[config.mk]
export PLATFORM = sky130hd
export DESIGN_NAME = pipe_skid_stage
export DESIGN_NICKNAME = d
export VERILOG_FILES = /design/src/rtl/pipe_skid_stage.sv
export SDC_FILE = /design/constraint.sdc
export NUM_CORES = 1
export LEC_CHECK = 0
export CORE_ASPECT_RATIO = 0.8
export CORE_UTILIZATION = 53
export CTS_BUF_LIST = sky130_fd_sc_hd__clkbuf_16
export DETAILED_ROUTE_END_ITERATION = 12
export PLACE_DENSITY = 0.95
export SETUP_SLACK_MARGIN = 0.15
export SLEW_MARGIN = 20
export SYNTH_ARGS = -nofsm -noshare
export SYNTH_HDL_FRONTEND = slang
export SYNTH_SLANG_ARGS = --single-unit
[constraint.sdc]
create_clock -name clk -period 19.2 [get_ports clk]
set_clock_uncertainty 0.1 [all_clocks]
set_input_delay 3.84 -clock clk [delete_from_list [all_inputs] [get_ports clk]]
set_output_delay 3.84 -clock clk [all_outputs]
set_load 0.01 [all_outputs]
[src/rtl/pipe_skid_stage.sv]
// pipe_skid_stage
//   Elastic pipeline register with a 2-entry skid buffer. Sits between two CPU
//   pipeline stages. The payload is opaque, e.g. {instr, PC} at F->D.
//
// Ports
//   clk        single clock, rising edge
//   reset      asynchronous, active-low
//   in_valid   upstream offers in_data
//   in_ready   stage can accept (inverse of the skid valid flop)
//   in_data    upstream payload
//   flush      drop every held entry
//   out_valid  out_data carries a real entry
//   out_ready  downstream accepts this cycle
//   out_data   head payload, or NOP_VAL when empty
//   occupancy  held entries, 0..2
//   stall_cnt  saturating count of cycles with out_valid & !out_ready
module pipe_skid_stage #(
    parameter int                DATA_W  = 64,
    parameter logic [DATA_W-1:0] NOP_VAL = {DATA_W{1'b0}},
    parameter int                CNT_W   = 16
) (
    input  logic              clk,
    input  logic              reset,
    input  logic              in_valid,
    output logic              in_ready,
    input  logic [DATA_W-1:0] in_data,
    input  logic              flush,
    output logic              out_valid,
    input  logic              out_ready,
    output logic [DATA_W-1:0] out_data,
    output logic [1:0]        occupancy,
    output logic [CNT_W-1:0]  stall_cnt
);

    localparam logic [CNT_W-1:0] CNT_MAX = {CNT_W{1'b1}};
    localparam logic [CNT_W-1:0] CNT_ONE = {{(CNT_W-1){1'b0}}, 1'b1};

    logic              main_v, skid_v;
    logic [DATA_W-1:0] main_d, skid_d;
    logic              main_v_nxt, skid_v_nxt;
    logic              ld_main_in, ld_main_skid, ld_skid;
    logic              in_fire, out_fire;

    // in_ready depends only on the skid flop, so out_ready never reaches it
    // combinationally.
    assign in_ready  = ~skid_v;
    assign out_valid = main_v;
    assign out_data  = main_v ? main_d : NOP_VAL;
    assign occupancy = {1'b0, main_v} + {1'b0, skid_v};

    assign in_fire  = in_valid & in_ready;
    assign out_fire = out_valid & out_ready;

    always_comb begin
        main_v_nxt   = main_v;
        skid_v_nxt   = skid_v;
        ld_main_in   = 1'b0;
        ld_main_skid = 1'b0;
        ld_skid      = 1'b0;
        if (flush) begin
            main_v_nxt = 1'b0;
            skid_v_nxt = 1'b0;
        end else if (!main_v) begin
            // skid is never full while main is empty
            if (in_fire) begin
                main_v_nxt = 1'b1;
                ld_main_in = 1'b1;
            end
        end else if (out_fire) begin
            if (skid_v) begin
                // in_ready was low, so no new entry can arrive this cycle
                ld_main_skid = 1'b1;
                skid_v_nxt   = 1'b0;
            end else if (in_fire) begin
                ld_main_in = 1'b1;
            end else begin
                main_v_nxt = 1'b0;
            end
        end else if (in_fire) begin
            ld_skid    = 1'b1;
            skid_v_nxt = 1'b1;
        end
    end

    always_ff @(posedge clk or negedge reset) begin
        if (!reset) begin
            main_v <= 1'b0;
            skid_v <= 1'b0;
        end else begin
            main_v <= main_v_nxt;
            skid_v <= skid_v_nxt;
        end
    end

    // Payload registers carry no reset; the valid bits qualify them.
    always_ff @(posedge clk) begin
        if (ld_main_in)
            main_d <= in_data;
        else if (ld_main_skid)
            main_d <= skid_d;
        if (ld_skid)
            skid_d <= in_data;
    end

    // Not cleared by flush so stall history survives mispredicts.
    always_ff @(posedge clk or negedge reset) begin
        if (!reset)
            stall_cnt <= '0;
        else if (out_valid && !out_ready && stall_cnt != CNT_MAX)
            stall_cnt <= stall_cnt + CNT_ONE;
    end

endmodule

Word-level counts from Yosys, hierarchy flattened
Cells that the tools add are included.
{"block": "word_totals", "ff_bits": 146, "out_inout_bits": 84, "wordCells": 41}
{"block": "op_classes", "add_sub_neg": 2, "eq_ne": 1, "n_mux": 23, "bitwise_logic": 3, "n_reduce_logical": 7}
{"op": "2-to-1 mux 64 bit", "n": 3}
{"op": "2-to-1 mux 1 bit", "n": 20}
{"op": "adder 16 x 1 -> 16 bit, second input constant", "n": 1}
{"op": "inequality test 16 bit, second input constant", "n": 1}
{"op": "nonzero test 2 bit", "n": 2}
{"op": "nonzero test 3 bit", "n": 1}
{"op": "adder 1 x 1 -> 2 bit", "n": 1}
{"op": "bitwise AND 1 bit", "n": 2}
{"op": "logical AND 1 bit", "n": 2}
{"op": "AND reduction 2 bit", "n": 1}
{"op": "zero test 1 bit", "n": 1}
{"op": "NOT 1 bit", "n": 1}

Logic depth before layout (Yosys ltp)
{"block": "depth", "word_depth": 8, "mapped_depth": 5, "mapped_depth_nobuf": 5}

Worst setup path before layout
No wires, ideal clock.
{"block": "synth_timing", "path_kind": "in2reg", "from": "input port out_ready", "to": "register main_d[0], enable pin", "setup_time_ns": 0.582, "arrival_time_ns": 8.671, "required_time_ns": 18.518, "slack_ns": 9.847, "cell_stages": 2, "n_path_buf": 0, "path_cell_list": "nor2b_1 -> a211oi_1"}
{"block": "synth_via", "elab_chain_len": 5}
{"element": "start, declared", "line": "29", "rtl": "input logic out_ready,"}
{"element": "bitwise AND 1 bit (*)", "line": "52", "rtl": "assign out_fire = out_valid & out_ready;"}
{"element": "2-to-1 mux 1 bit", "line": "69", "rtl": "end else if (out_fire) begin"}
{"element": "2-to-1 mux 1 bit", "line": "63", "rtl": "end else if (!main_v) begin"}
{"element": "2-to-1 mux 1 bit", "line": "60", "rtl": "if (flush) begin"}
{"element": "nonzero test 2 bit (no source line) (*)"}
{"element": "end signal, assigned", "line": "98", "rtl": "main_d <= in_data;"}
{"element": "end signal, assigned", "line": "100", "rtl": "main_d <= skid_d;"}
{"element": "end, declared", "line": "39", "rtl": "logic [DATA_W-1:0] main_d, skid_d;"}
Mark *: on every way between the ends. The rest lies on a longest branch, timed or not.
A chain may end at the register's enable or synchronous reset.

Final worst setup path
{"block": "layout_timing", "from": "register main_v (netlist: out_valid)", "to": "output port occupancy[0]"}
{"block": "layout_via", "elab_chain_len": 1}
{"element": "start, declared", "line": "38", "rtl": "logic main_v, skid_v;"}
{"element": "start signal, assigned", "line": "90", "rtl": "main_v <= main_v_nxt;"}
{"element": "adder 1 x 1 -> 2 bit", "line": "49", "rtl": "assign occupancy = {1'b0, main_v} + {1'b0, skid_v};"}
{"element": "end, declared", "line": "31", "rtl": "output logic [1:0] occupancy,"}
Every way passes these cells.

==> metrics.yaml <==
layout-drive-gt1-share: 0.1882
place_congestion: 0.7991
diodes: 0
port_buffers: 152
track_usage: 0.2208
wirelength_um: 12080
synth-simple-area-share: 0.1091
fin_crit_sh: 0.3240
synth_nets: 423
detail-route-antenna-nets: 0
yosysSeqAreaShare: 0.7228
die_y_um: 96.70
yosysUniqueCellTypes: 31
antenna_found_initial: 0
cts_sinks: 146
end_kind: "output port"
cts_made_buffers: 17
path_max_fanout: 72
synth_seq_cells: 146
die-area_mm2: 0.01164
grt_max_degree: 73
setup.worst_path.class: "reg2out"
cts_tree: "built"
rsz0062_at_grt: "false"
drcViolationCount: 0
critPathMaxStageDelay_ns: 1.01
syn-instance-count: 352
clockBufferDepth: 2
grt_pass1_vias: 3730
crit_required_ns: 15.26
areaGrowthSynthToFinish_pct: 38.75
vias: 3533
fin_hold_ws_ns: 0.4073
root_buffer: "clkbuf_16"
multi_input_area_mm2: 0.001592
muxShareOfSynthArea: 0.1232
fmax_ghz: 0.1607
syn_area_per_cell_um2: 16.88
holdPathEnd: "stall_cnt[15]"
cts_resized: 0
slew_viol_final: 0
powerDensity_mw_per_mm2: 96.94
clock_latency_ns: 0.40
post_cts_buffers: 0
fill_cells: 670
path_cells: "ha_1 -> clkdlybuf4s50_1"
num_io_pins: 153
clkTransAtPathRegs_ns: 0.06
via_per_inst: 5.273
hold_path.startpoint: "stall_cnt[15]"
synth-xor-area-share: 0.02064
arrival_ns: 2.28
seq_area_mm2: 0.004295
startpoint_type: "flop"
fin_crit_ns: 6.221
r2r-end: "main_d[39]"
synth_top_family_by_area: "multiplexers"
maxSlewHeadroom: 0.3403
finalHoldViolations: 0
htreeDepth: 4
synth_compound_area_frac: 0.006740
drt-wirelength-per-cell_um: 18.02
cap_viol_max_count: 0
rrSetupSlack_ns: 16.33
p_leak_nw: 2.937
hold_buffers: 0
reg2reg_from: "out_valid"
netlist_area_mm2: 0.005941
ys_warn_count: 0
status: "finished clean"
grt_pass1_wl_um: 19240
hp-class: "reg2reg"
start_util: 0.5455
slowest_stage: "dfrtp_2"
drt_first_pass_iters: 6
hold_path_depth: 1
drt_iter0_markers: 191
hpwlAfterDp_um: 7658
overflow: 0
setup_viol: 0
synthAdderAreaFrac: 0.004212
num_rows: 34
tightest_slew_ns: 0.9896
reg2regPathDepth: 4
fin_nets: 584
die-width_um: 120.4
core-area_mm2: 0.01089
fin_setup_tns_ns: 0
final_util: 0.7569
ir_drop_v: 0.00006873
## area by class of cell
class	instances	share of cell area
timing repair buffer	155	0.1873
inverter	2	0.0009107
sequential	146	0.5211
clock inverter	15	0.02413
tap	144	0.02186
clock buffer	17	0.05161
multi-input combinational	191	0.1931
## where the power goes
part           leakage [nW]  switching [mW]  internal [mW]
sequential             1.41          0.0122          0.361
clock                 0.313           0.118          0.227
combinational          1.21          0.0328         0.0478
total                  2.94           0.163          0.636
## metrics by stage
step	cell area [um2]	power, mW	setup slack (ns)	std cells
floorplan	5941	0.4116	9.847	352
global placement	7619	0.4573	13.04	638
detailed placement	7619	0.4603	12.99	638
CTS	8243	0.8057	12.93	670
global route	8243	0.8262	12.83	670
finish	8243	0.7990	12.98	670
## state kept, by name (all words and copies together) (netlist names)
signal and flops:
main_d 64, skid_d 64, stall_cnt 16, out_valid 1, skid_v 1
## synthesized netlist by cell type
master	number	area (um2)
ha_1	2	25.02
nor4_1	2	12.51
mux2_1	5	56.30
o21ai_0	3	15.01
nand2_1	8	30.03
nor3b_1	1	7.510
nor3_2	1	10.01
dfrtp_1	18	450.4
nand3_1	2	10.01
nor4_2	1	12.51
nor4_4	1	21.27
a211oi_1	2	15.01
a21oi_1	2	10.01
nand2b_2	1	8.760
or4_4	1	11.26
nand4b_1	1	8.760
xor2_1	12	105.1
nor2b_1	2	12.51
xnor2_1	2	17.52
nor2_1	4	15.01
clkbuf_1	7	26.28
nand4_1	4	25.02
or3_2	1	7.510
and2_1	64	400.4
mux2_2	60	675.7
nand3b_1	1	7.510
buf_4	6	45.04
inv_1	2	7.510
nand4_2	1	12.51
nor3_1	7	35.03
edfxtp_1	128	3844
## how the worst max path moves through the flow
stage / from / end / slack [ns] / cells past startpoint
after floorplan: out_ready / main_d[0] / 9.85 / 2
after global placement: in_valid / main_d[57] / 13.04 / 5
after detailed placement: in_valid / main_d[38] / 12.99 / 5
after CTS: out_valid / occupancy[0] / 12.93 / 2
after global routing: out_valid / occupancy[0] / 12.83 / 2
final: out_valid / occupancy[0] / 12.98 / 2
## worst max-delay path, delay by kind of cell, from the launching register on
family	cells	cell delay (ns)
buffers and inverters	1	0.48
flip-flops	1	1.01
adder cells (fa/ha/maj)	1	0.37
## routing by layer
layer	global-route usage	vias to the layer above	wire length, um
li1	-	1628	-
met1	0.2812	1758	5186
met2	0.3559	133	5979
met3	0.07193	14	763
met4	0.07787	0	146
met5	0	-	0
## cell usage in the layout (no fill, tap or decap), types with 5 or more instances in the layout
master           count
clkbuf_16           17
xor2_1              12
dfrtp_1             17
inv_1                5
mux2_2              60
nor3_1               6
mux2_1               5
and2_1              64
clkdlybuf4s50_1    152
nand2_1              8
bufinv_16            5
edfxtp_1           128
## logic make-up (layout without fill, tap and decap cells)
logic type,count (synthesis),count (layout)
AOI/OAI and AO/OA,7,7
xor gates and xnor gates,14,14
adders and majority gates,2,2
buffers and inverters,15,189
DFF,146,146
muxes,65,65
and+or+nand+nor,103,103
Note: power is estimated with default switching activity, not from simulation.
==> patch 1: new RTL, same settings <==
`DATA_W`: 64 -> 56.
--- a/src/rtl/pipe_skid_stage.sv
+++ b/src/rtl/pipe_skid_stage.sv
@@ -15,7 +15,7 @@
 //   occupancy  held entries, 0..2
 //   stall_cnt  saturating count of cycles with out_valid & !out_ready
 module pipe_skid_stage #(
-    parameter int                DATA_W  = 64,
+    parameter int                DATA_W  = 56,
     parameter logic [DATA_W-1:0] NOP_VAL = {DATA_W{1'b0}},
     parameter int                CNT_W   = 16
 ) (
Interface: changed (resized in_data and out_data); port bits go from 153 to 137. No check against the original RTL was run, so the function may have changed too.
==> patch 1 against the unedited design <==
- total power is 12% lower
- first-iteration DRC count is 3.1% lower
- wire length is 6.6% lower
- setup slack better by 0.10 ns
- final area is 10% lower
- sequential cell count is 16 lower
- synthesized area is 10% lower
- largest power group unchanged
==> patch 1: results <==
group,metric,value,unit
global_route,grt_pass1_wl,17.8,mm
global_route,grt_max_degree,65,
synthesis,synth_compound_area_share,0.936,%
synthesis,yosys-top-cells-area,"edfxtp_1, mux2_1, dfrtp_1",
worst_setup_path,arrival,2.18,ns
global_route,track_usage,23.5,%
run_status,status,"finished, final reports clean",
synthesis,synth_edf_count,112,
synthesis,synth-adder-area-share,0.468,%
worst_setup_path,critPathMaxFanout,64,
synthesis,synth-async-reset-ratio,13.8,%
global_route,grt_pass1_vias,3423,
min_path,hold_path_end,"main_d[32]",
synthesis,synth_cell_type_count,35,
drt,drt_pass1_iterations,4,
finish,largest_registers,"main_d: 56 flops, skid_d: 56 flops, stall_cnt: 16 flops",
power,p_leak,2.64,nW
power,swShare,21.9,%
power,ir_drop,0.0000772,V
placed_design,gp_congestion,0.892,
synthesis,synth_xor_area_share,2.29,%
synthesis,synth_common_cells,"edfxtp_1, and2_1, mux2_1",
min_path,worstHoldStart,"skid_d[32]",
placed_design,dp_hpwl,7.39,mm
synthesis,synthesis.nets,386,
-- patch 1: metal layers --
metal,GRT usage (%),wire [um],up-vias
met3,7.27,723,13
met1,30.3,4950,1620
met2,37.1,5450,130
met4,9.42,153,0
met5,0,0,-
li1,-,-,1492
-- patch 1: worst max-delay path by stage --
| stage | start | end | slack [ns] | cells after the start |
|---|---|---|---|---|
| global placement | out_ready | main_d[8] | 13.11 | 5 |
| finish | out_valid | out_data[11] | 13.08 | 2 |
| global route | out_valid | occupancy[0] | 12.91 | 2 |
| CTS | out_valid | occupancy[0] | 13.03 | 2 |
| detailed placement | in_valid | main_d[8] | 13.05 | 5 |
| floorplan | out_ready | main_d[0] | 10.33 | 2 |
-- patch 1: power by group through the flow --
stage	combinational (mW)	sequential, mW	clock [mW]
floorplan	0.0299	0.339	0
CTS	0.0763	0.335	0.299
finish	0.0755	0.335	0.295
global placement	0.0722	0.339	0
detailed placement	0.0749	0.340	0
global route	0.0805	0.337	0.311
-- patch 1: worst max-delay path: stages (launching register included) --
cell and delay, ns:
dfrtp_2 0.91, and2_1 0.27, clkdlybuf4s50_1 0.55
-- patch 1: cells by family (layout without fill, tap and decap cells) --
family          after synthesis  in the layout
compound gates                8              8
xor+xnor                     14             14
fa+ha+maj                     2              2
buf+inv                      15            175
flops                       130            130
mux                          57             57
simple gates                 97             97
-- patch 1: cell type report --
class	instances	area (um^2)
Sequential cell	130	3810
Fill cell	573	2330
Multi-Input combinational cell	178	1470
Timing Repair Buffer	140	1390
Clock buffer	17	425
Tap cell	136	170
Clock inverter	15	114
Inverter	3	11.3
-- patch 1: through the flow --
stage	instance area, um^2	instances	hold WS, ns
2_1_floorplan	5350	323	0.401
3_3_place_gp	6860	587	0.406
3_5_place_dp	6860	587	0.410
4_1_cts	7390	619	0.419
5_1_grt	7390	619	0.426
6_report	7390	619	0.418
==> patch 2: new RTL, same settings <==
Made on the original files. Register the output `stall_cnt` once more, with the module's reset; this adds one clock of latency there. The other outputs are not delayed to match. Comments in the files are not updated.
--- a/src/rtl/pipe_skid_stage.sv
+++ b/src/rtl/pipe_skid_stage.sv
@@ -34,6 +34,8 @@
 
     localparam logic [CNT_W-1:0] CNT_MAX = {CNT_W{1'b1}};
     localparam logic [CNT_W-1:0] CNT_ONE = {{(CNT_W-1){1'b0}}, 1'b1};
+
+    logic [CNT_W-1:0] stall_cnt_s0;
 
     logic              main_v, skid_v;
     logic [DATA_W-1:0] main_d, skid_d;
@@ -105,9 +107,17 @@
     // Not cleared by flush so stall history survives mispredicts.
     always_ff @(posedge clk or negedge reset) begin
         if (!reset)
+            stall_cnt_s0 <= '0;
+        else if (out_valid && !out_ready && stall_cnt_s0 != CNT_MAX)
+            stall_cnt_s0 <= stall_cnt_s0 + CNT_ONE;
+    end
+
+    always_ff @(posedge clk or negedge reset) begin
+        if (!reset) begin
             stall_cnt <= '0;
-        else if (out_valid && !out_ready && stall_cnt != CNT_MAX)
-            stall_cnt <= stall_cnt + CNT_ONE;
+        end else begin
+            stall_cnt <= stall_cnt_s0;
+        end
     end
 
 endmodule
Formal check against the unedited RTL: not equivalent (a bounded check fails within 4 cycles, from zero or initial values and one cycle with reset low).
==> patch 2 against the unedited design <==
- sequential share of layout area grew 2.2 points
- total power rose by 2.2%
- final area up 4.8%
- non-clock buffer count rose by 4
- first-iteration DRC count increased by 65%
- count of clock-buffer cells in the layout is 3 higher
- setup slack lost 0.12 ns
- synthesized area rose by 6.7%
- clock power decreased by 7.0%
- wire length increased by 5.4%
- die area increased by 6.6%
- register-to-register slack worse by 0.44 ns
- largest power group unchanged
- sequential cell count is 16 higher
- largest cell class unchanged
- highest routed layer unchanged
==> patch 2: results <==
group,metric,value,unit
power,p_leak,3.16,nW
drt,drt_pass1_iterations,4,
drt,wl_per_cell,18.3,um
synthesis,avgSynthCellArea,17.2,um^2
power,p_switching,0.181,mW
min_path,worstHoldStart,"stall_cnt_s0[15]",
placed_design,gp_congestion,0.744,
worst_setup_path,cp-start-kind,"input pin",
placed_design,placedCellCount,661,
global_route,track_usage,21.1,%
clock_network,clockBufferDepth,2,
worst_setup_path,worstSetupEndpoint,"main_d[50]",
min_path,hold_path_end,"stall_cnt[15]",
worst_setup_path,rr_startpoint,"out_valid",
finish,nNetsFinal,604,
worst_setup_path,critPathMaxFanout,39,
power,power_frac_clock,39.4,%
synthesis,yosys-top-cells-area,"edfxtp_1, dfrtp_1, mux2_2",
power,p_total,0.816,mW
placed_design,placed_cell_area,8050,um^2
synthesis,synth-async-reset-ratio,21.0,%
synthesis,synth_common_cells,"edfxtp_1, and2_1, mux2_2",
drt,route.detailed.drc,0,
min_path,hold-path-cell-count,0,
finish,fin_cells,694,
worst_setup_path,r2r_slack,15.89,ns
global_route,grt_pass1_wl,19.9,mm
global_route,grt_pass1_vias,3814,
worst_setup_path,critPathTopFamily,"buffers and inverters",
synthesis,seq_area_frac_synth,74.0,%
timing,worst_pin_slew,0.981,ns
power,pwr-share-seq,50.6,%
finish,largest_registers,"main_d: 64 flops, skid_d: 64 flops",
finish,drive_gt1_share,19.8,%
timing,period_needed,6.34,ns
timing,whs,0.320,ns
synthesis,synthesis.nets,439,
worst_setup_path,cpPeakStageDelay,0.76,ns
worst_setup_path,r2r_cells,5,
worst_setup_path,arrival,6.39,ns
run_status,status,"finished, final reports clean",
placed_design,detailedPlace.worstSlack,12.41,ns
drt,drt_iter0_markers,315,
worst_setup_path,cp_slowest_cell,"nor3_4",
placed_design,dp_hpwl,8.30,mm
power,ir_drop,0.0000686,V
worst_setup_path,critPathLaunch,"in_valid",
drt,vias_per_cell,5.27,
==> patch 2: cell count changes after synthesis, sizes merged <==
| cell | before | now |
|---|---|---|
| dfrtp | 18 | 34 |
==> patch 2: routing by layer <==
layer / wire length (um) / track usage (%) / share of wire (%)
met1: 5500 / 27.5 / 43
met2: 6330 / 34.6 / 50
met3: 785 / 6.29 / 6.2
met4: 110 / 6.39 / 0.86
met5: 0 / 0 / 0
==> patch 2: cell families (layout without fill, tap and decap cells) <==
kind of cell,after synthesis,in the layout,share of synthesized area [%]
buffers and inverters,15,193,1.24
and+or+nand+nor,103,103,10.2
DFF,162,162,74.0
adders and majority gates,2,2,0.395
xor gates and xnor gates,14,14,1.93
AOI/OAI and AO/OA,7,7,0.631
muxes,65,65,11.5
==> patch 2: final cells by class <==
cell class                      count  area [um^2]
Sequential cell                   162         4700
Fill cell                         697         2960
Multi-Input combinational cell    191         1590
Timing Repair Buffer              159         1590
Clock buffer                       20          500
Tap cell                          148          185
Clock inverter                     12         75.1
Inverter                            2         7.51
